**src/rtl/bind_nway_stream_mapper.sv**
```systemverilog
// bind_nway_stream_mapper
// Binds NUM_OPERANDS source hypervectors word by word: streams one word of
// every operand into the bind kernel with first/last framing, waits for the
// kernel result and writes it to the destination hypervector in DPRAM.
// Optional feature: define BIND_NWAY_MAPPER_PERF_CNT_EN to add the
// busy_cycles output (cycles spent with done low, saturating).
module bind_nway_stream_mapper #(
   parameter int HV_DATA_WIDTH          = 32,
   parameter int HV_ADDRESS_WIDTH       = 20,
   parameter int NUM_OPERANDS           = 2,
   parameter int MAX_HYPERVECTOR_LENGTH = 4,
   parameter int RD_LATENCY             = 1
) (
   input  logic                                         clk,
   input  logic                                         reset_n,
   input  logic                                         valid,
   input  logic [NUM_OPERANDS*HV_ADDRESS_WIDTH-1:0]     hv_base,
   input  logic [HV_ADDRESS_WIDTH-1:0]                  hv_dest,
   input  logic [$clog2(MAX_HYPERVECTOR_LENGTH+1)-1:0]  hv_len,
   output logic                                         we_n,
   output logic [HV_ADDRESS_WIDTH-1:0]                  address,
   output logic [HV_DATA_WIDTH-1:0]                     data_wr,
   input  logic [HV_DATA_WIDTH-1:0]                     data_rd,
   output logic                                         done,
   output logic                                         k_valid,
   output logic                                         k_first,
   output logic                                         k_last,
   output logic [HV_DATA_WIDTH-1:0]                     k_data_in,
   input  logic [HV_DATA_WIDTH-1:0]                     k_data_out,
   input  logic                                         k_ready,
   input  logic                                         k_done
`ifdef BIND_NWAY_MAPPER_PERF_CNT_EN
   ,
   output logic [31:0]                                  busy_cycles
`endif
);

   localparam int AW  = HV_ADDRESS_WIDTH;
   localparam int LW  = $clog2(MAX_HYPERVECTOR_LENGTH + 1);
   localparam int OPW = $clog2(NUM_OPERANDS);
   localparam logic [LW-1:0]  MAX_LEN = LW'(MAX_HYPERVECTOR_LENGTH);
   localparam logic [OPW-1:0] OP_LAST = OPW'(NUM_OPERANDS - 1);

   typedef enum logic [2:0] {
      S_IDLE, S_WAIT_K, S_READ, S_DRAIN, S_WAIT_DONE, S_WRITE, S_FINISH
   } state_t;

   state_t          state_reg, state_next;
   logic [AW-1:0]   base_in  [NUM_OPERANDS];
   logic [AW-1:0]   base_reg [NUM_OPERANDS];
   logic [AW-1:0]   dest_reg;
   logic [LW-1:0]   len_reg, off_reg, off_inc, len_clamped;
   logic [OPW-1:0]  op_reg;
   // read tag: [2]=valid, [1]=first operand, [0]=last operand
   logic [2:0]      rd_tag_reg;
   logic [2:0]      tag_pipe_reg [RD_LATENCY];
   logic [2:0]      tag_out;
   logic            accept, issue_rd, wr_start, wr_end, finish;

   // Unpack the flat operand base bus into one address per operand
   for (genvar gi = 0; gi < NUM_OPERANDS; gi++) begin : g_base
      assign base_in[gi] = hv_base[gi*AW +: AW];
   end

   assign len_clamped = (hv_len > MAX_LEN) ? MAX_LEN : hv_len;
   assign off_inc     = off_reg + LW'(1);

   // Returned words are framed straight from the tag pipe, no extra register
   assign tag_out   = tag_pipe_reg[RD_LATENCY-1];
   assign k_valid   = tag_out[2];
   assign k_first   = tag_out[2] & tag_out[1];
   assign k_last    = tag_out[2] & tag_out[0];
   assign k_data_in = tag_out[2] ? data_rd : '0;

   // State register
   always_ff @(posedge clk or negedge reset_n) begin
      if (!reset_n) state_reg <= S_IDLE;
      else          state_reg <= state_next;
   end

   // Next-state and per-cycle control strobes. The operand-0 read is launched
   // on the k_ready cycle itself so the first address appears one cycle
   // after the kernel handshake; S_READ then issues operands 1..N-1.
   always_comb begin
      state_next = state_reg;
      accept     = 1'b0;
      issue_rd   = 1'b0;
      wr_start   = 1'b0;
      wr_end     = 1'b0;
      finish     = 1'b0;
      case (state_reg)
         S_IDLE: begin
            if (valid) begin
               accept     = 1'b1;
               state_next = S_WAIT_K;
            end
         end
         S_WAIT_K: begin
            // zero-length requests are caught here from the latched length
            if (len_reg == '0) begin
               state_next = S_FINISH;
            end else if (k_ready) begin
               issue_rd   = 1'b1;
               state_next = S_READ;
            end
         end
         S_READ: begin
            issue_rd = 1'b1;
            if (op_reg == OP_LAST) state_next = S_DRAIN;
         end
         S_DRAIN: begin
            if (k_last) state_next = S_WAIT_DONE;
         end
         S_WAIT_DONE: begin
            if (k_done) begin
               wr_start   = 1'b1;
               state_next = S_WRITE;
            end
         end
         S_WRITE: begin
            wr_end     = 1'b1;
            state_next = (off_inc == len_reg) ? S_FINISH : S_WAIT_K;
         end
         S_FINISH: begin
            finish     = 1'b1;
            state_next = S_IDLE;
         end
         default: state_next = S_IDLE;
      endcase
   end

   // Request latch, word/operand counters, DPRAM address/data and write strobe
   always_ff @(posedge clk or negedge reset_n) begin
      if (!reset_n) begin
         done       <= 1'b1;
         we_n       <= 1'b1;
         address    <= '1;
         data_wr    <= '0;
         base_reg   <= '{default: '0};
         dest_reg   <= '0;
         len_reg    <= '0;
         off_reg    <= '0;
         op_reg     <= '0;
         rd_tag_reg <= '0;
      end else begin
         we_n       <= ~wr_start;
         rd_tag_reg <= issue_rd ? {1'b1, op_reg == '0, op_reg == OP_LAST} : 3'b000;
         if (accept) begin
            base_reg <= base_in;
            dest_reg <= hv_dest;
            len_reg  <= len_clamped;
            off_reg  <= '0;
            done     <= 1'b0;
         end
         if (issue_rd) begin
            address <= base_reg[op_reg] + AW'(off_reg);
            op_reg  <= (op_reg == OP_LAST) ? '0 : op_reg + OPW'(1);
         end
         if (wr_start) begin
            address <= dest_reg + AW'(off_reg);
            data_wr <= k_data_out;
         end
         if (wr_end) off_reg <= off_inc;
         if (finish) done    <= 1'b1;
      end
   end

   // Tag shift register: delays each read tag by the DPRAM read latency
   always_ff @(posedge clk or negedge reset_n) begin
      if (!reset_n) begin
         tag_pipe_reg <= '{default: '0};
      end else begin
         for (int i = RD_LATENCY - 1; i > 0; i--) tag_pipe_reg[i] <= tag_pipe_reg[i-1];
         tag_pipe_reg[0] <= rd_tag_reg;
      end
   end

`ifdef BIND_NWAY_MAPPER_PERF_CNT_EN
   // Busy-cycle counter: cleared on accept, counts while done is low, saturates
   always_ff @(posedge clk or negedge reset_n) begin
      if (!reset_n)                        busy_cycles <= '0;
      else if (accept)                     busy_cycles <= '0;
      else if (!done && busy_cycles != '1) busy_cycles <= busy_cycles + 32'd1;
   end
`endif

endmodule

```
**config.mk**
```make
export PLATFORM = sky130hd
export DESIGN_NAME = bind_nway_stream_mapper
export DESIGN_NICKNAME = d
export VERILOG_FILES = /design/src/rtl/bind_nway_stream_mapper.sv
export SDC_FILE = /design/constraint.sdc
export NUM_CORES = 1
export LEC_CHECK = 0
export ABC_AREA = 1
export CELL_PAD_IN_SITES_DETAIL_PLACEMENT = 0
export CELL_PAD_IN_SITES_GLOBAL_PLACEMENT = 1
export CORE_MARGIN = 2
export CORE_UTILIZATION = 36
export CTS_BUF_LIST = sky130_fd_sc_hd__clkbuf_8
export DETAILED_ROUTE_END_ITERATION = 10
export PLACE_DENSITY_LB_ADDON = 0.15
export SLEW_MARGIN = 20
export SYNTH_ARGS = -nofsm -noshare
export SYNTH_HDL_FRONTEND = slang
export SYNTH_SLANG_ARGS = --single-unit
```
**constraint.sdc**
```tcl
create_clock -name clk -period 7.58 [get_ports clk]
set_input_delay 1.516 -clock clk [delete_from_list [all_inputs] [get_ports clk]]
set_output_delay 1.516 -clock clk [all_outputs]
set_load 0.05 [all_outputs]
```
After elaboration in Yosys (flattened, before gate mapping)
Index checks and enable logic that the tools add are counted.
{"block": "op_classes", "reduce_logical": 6, "n_eq_ne": 12, "bitwise": 5, "n_addsub": 4, "n_mux": 30, "order_cmp": 2}
{"cell": "$mux 20", "count": 5}
{"cell": "$add 20x3->20", "count": 2}
{"cell": "$mux 3", "count": 11}
{"cell": "$mux 32", "count": 1}
{"cell": "$pmux 3 s6", "count": 1}
{"cell": "$mux 1", "count": 11}
{"cell": "$eq 3x3->1 const B", "count": 3}
{"cell": "$ne 2x2->1 const B", "count": 4}
{"cell": "$eq 3x2->1 const B", "count": 2}
{"cell": "$logic_not 3->1", "count": 2}
{"cell": "$reduce_bool 2->1", "count": 3}
{"cell": "$reduce_and 5->1", "count": 1}
{"cell": "$add 3x1->3 const B", "count": 1}
{"cell": "$eq 3x1->1 const B", "count": 1}
{"cell": "$eq 3x3->1", "count": 1}
{"cell": "$gt 3x3->1 const B", "count": 1}
{"cell": "$ne 3x3->1 const B", "count": 1}
{"cell": "$and 1x1->1", "count": 2}
{"cell": "$ge 2x2->1 const B", "count": 1}
{"cell": "$not 1->1", "count": 2}
{"cell": "$not 1->2", "count": 1}
{"cell": "$pmux 1 s2", "count": 1}
{"cell": "$add 1x1->1 const B", "count": 1}
{"block": "totals", "regBits": 130, "out_inout_bits": 89}

Logic depth before layout (Yosys ltp)
{"block": "depth", "word_depth": 7, "depth_mapped": 19, "mapped_depth_nobuf": 17}

Worst setup path after synthesis
No wires, ideal clock.
{"block": "synth_path", "kind": "input-to-reg", "from": "input k_done", "to": "register address[12]", "setup_time_ps": 76, "path_slack_ps": 4104, "path_stages": 17, "path_buffers": 2, "arrival_ps": 3400, "cell_sequence": "nand3_4 buf_4 buf_2 o211ai_1 o21ai_0 ha_1 fa_1 nand2_1 nand2_1 nand2_1 nor2_4 nand3_2 clkinv_1 nand3_1 nand2_1 nand2_1 nand2_1"}
{"block": "synth_via", "elab_chain_len": 3, "elab_cells_between_ends": 4, "classes_between": "mux (3); reduce/logical (1)"}
{"element": "from (decl)", "line": "31", "source": "input logic k_done"}
{"element": "$mux 1 (*)", "line": "115", "source": "if (k_done) begin"}
{"element": "$mux 1 (*)", "line": "91", "source": "case (state_reg)"}
{"element": "$mux 20 or $reduce_bool 2->1 (tied branches)"}
{"element": "to (signal assigned)", "line": "156", "source": "address <= base_reg[op_reg] + AW'(off_reg);"}
{"element": "to (signal assigned)", "line": "160", "source": "address <= dest_reg + AW'(off_reg);"}
{"element": "to (decl)", "line": "21", "source": "output logic [HV_ADDRESS_WIDTH-1:0] address,"}
Mark *: on every way between the ends. The rest lies on a longest branch, timed or not.
A chain may end at the register's enable or synchronous reset.

Worst setup path after layout
{"block": "layout_path", "from": "input k_done", "to": "register address[16]"}
Same word-level chain as after synthesis.

==> flow_metrics.py <==
metrics = {
    "run_status": {
        "status": "finished, final reports clean",
    },
    "synthesis": {
        "syn_inst": 799,
        "syn_area_per_cell_sq_um": 8.09,
        "synth.distinct_cells": 37,
        "synth_nets": 936,
        "synth_seq_cells": 130,
        "async_reset_ff_frac": 1.00,
        "synth_seq_area_share": 0.507,
        "synthFlopType": "dfrtp_1",
        "synth_area_sq_um": 6460,
        "yosys_warnings": 0,
        "synth-edff-count": 0,
    },
    "setup_path": {
        "critical_path_class": "in2reg",
        "crit_required_ns": 7.96,
        "crit_path_start_kind": "input pin",
        "endpoint_kind": "register",
        "crit_arrival_ns": 5.26,
        "cp_max_fo": 62,
    },
    "placement": {
        "port_buffers": 220,
        "gp_congestion": 0.806,
        "placedCellCount": 1214,
        "place_ws_ns": 2.20,
        "place_hpwl_um": 13000,
    },
    "floorplan": {
        "die_x_um": 138,
        "start_util": 0.364,
        "ios": 221,
        "die_height_um": 138,
        "core-area_sq_um": 17800,
        "die-area_sq_um": 19000,
        "rows": 49,
    },
    "finish": {
        "layout-drive-gt1-share": 0.113,
        "layout_common_cells": "339 x nand2_1, 219 x clkdlybuf4s50_1, 108 x dfrtp_1",
        "final_nets": 1141,
        "layout_commonest_cell": "nand2_1",
        "syn2layout_area_growth_pct": 41.2,
        "largest_reg_flops": 40,
        "diodes": 0,
        "stdcell_count": 1246,
    },
    "routing": {
        "first_pass_iters": 5,
        "wirelength_um": 18200,
        "wl_per_cell_um": 14.6,
        "postRouteAntennaNets": 0,
        "vias": 5667,
        "viasPerCell": 4.55,
        "first_iter_violations": 382,
        "post-route-drc-count": 0,
    },
    "sta": {
        "finalCritPeriodShare": 0.644,
        "fin_ws_ns": 2.70,
        "slew_headroom": 0.321,
        "clock.fmax_mhz": 205,
        "fin_skew_ns": 0.0123,
        "post-route-min-period_ns": 4.88,
        "fin_setup_tns_ns": 0,
        "hold_violations": 0,
        "tightestPinTransition_ns": 1.02,
        "drv_slew": 0,
        "rsz0062_at_grt": "no",
        "setup_viol": 0,
    },
    "clocking": {
        "root_buffer": "clkbuf_8",
        "cts_sinks": 130,
        "cts_buffer_depth": 2,
        "cts_tree": "done",
        "cts_setup_buffers": 0,
        "postCtsResizedCells": 0,
        "cts_hold_buf": 0,
        "clk_pin_slew_ns": 0.07,
        "cts.htree.levels": 4,
        "cts_buffers": 17,
        "clock_latency_ns": 0.45,
    },
    "power_and_ir_drop": {
        "powerDensity_nw_per_um2": 427,
        "p_leak_uw": 0.00443,
        "ir_worst_vdd_mv": 0.229,
    },
    "hold_path": {
        "hold_class": "reg2reg",
    },
    "global_routing": {
        "track_usage": 0.197,
        "grt_max_degree": 84,
        "grt_pass1_wl_um": 30000,
        "overflow": 0,
        "grt_pass1_vias": 5775,
        "antenna_found_initial": 0,
    },
    "flow_run": {
        "max_cap_violations": 0,
    },
}
[final timing paths]
path                          startpoint           end  slack (ns)  cells past startpoint
setup / recovery                  k_done   address[16]        2.70                     17
hold / removal             rd_tag_reg[2]    tag_out[2]        0.36                      0
min in group asynchronous        reset_n  dest_reg[13]        1.08                      1
setup reg to reg            state_reg[1]   address[16]        3.85                     17
hold reg to reg            rd_tag_reg[2]    tag_out[2]        0.36                      0
max in group asynchronous        reset_n  dest_reg[11]        5.24                      2
[critical path, stage by stage]
cell,delay (ns)
clkdlybuf4s50_1,1.05
nand3_4,0.77
o211ai_1,0.30
o21ai_0,0.13
ha_1,0.25
fa_1,0.40
nand2_1,0.08
nand2_1,0.07
nand2_1,0.12
nor2_4,0.06
nand2_1,0.08
clkinv_1,0.11
nand2_1,0.08
nand2_1,0.05
nand2_1,0.06
nand2_1,0.04
nand2_1,0.07
[cell type report]
type / instances / area [sq um]
flip-flops and latches: 130 / 3280
inverters: 89 / 334
fillers: 1760 / 8650
repair buffers: 223 / 2230
multi-input cells: 543 / 2660
well taps: 229 / 287
clock buffers: 17 / 234
clock inverters: 15 / 109
[synthesized netlist by cell type (2+ instances only)]
master	n	area share
a21oi_1	4	0.0031
a31oi_1	4	0.0039
buf_2	20	0.015
buf_4	5	0.0058
buf_6	2	0.0035
clkbuf_1	10	0.0058
clkinv_1	2	0.0012
dfrtp_1	108	0.42
dfstp_2	22	0.089
ha_1	4	0.0077
inv_1	82	0.048
inv_2	5	0.0029
mux2_2	32	0.056
nand2_1	339	0.20
nand2_2	7	0.0068
nand3_1	22	0.017
nand3b_1	3	0.0035
nand4_1	25	0.024
nor2_1	26	0.015
nor2_2	4	0.0039
nor2_4	3	0.0052
nor3_1	3	0.0023
o211ai_1	2	0.0023
o21ai_0	42	0.033
o21ai_1	7	0.0054
xnor2_1	3	0.0041
xor2_1	3	0.0041
[power by group]
part | internal (uW) | switching [uW] | total, uW
sequential | 1050 | 199 | 1250
combinational | 704 | 1420 | 2120
clock | 228 | 304 | 531
[through the flow]
step	util	power, uW	instance area [sq um]	hold slack, ns
6_report	0.514	3900	9130	0.358
5_1_grt	0.514	4190	9130	0.366
4_1_cts	0.514	3940	9130	0.363
3_5_place_dp	0.494	3400	8790	0.336
3_3_place_gp	0.494	3380	8790	0.331
2_1_floorplan	-	2700	6460	0.331
[cells by family after synthesis]
logic type	Yosys count	share of synthesized area
AO/OA/AOI/OAI	64	0.0536
buffers and inverters	126	0.0823
adder cells (fa/ha/maj)	5	0.0108
AND/OR/NAND/NOR	436	0.282
multiplexers	32	0.0557
XOR/XNOR	6	0.00813
flip-flops	130	0.507
[layer usage]
layer  vias to the layer above  track usage  part of all wire
met5                         -            0                 0
li1                       2906            -                 -
met1                      2572        0.267              0.47
met2                       174        0.311              0.46
met3                        15       0.0585             0.065
met4                         0       0.0478             0.011
No activity file was read; power rests on OpenSTA's default activity.
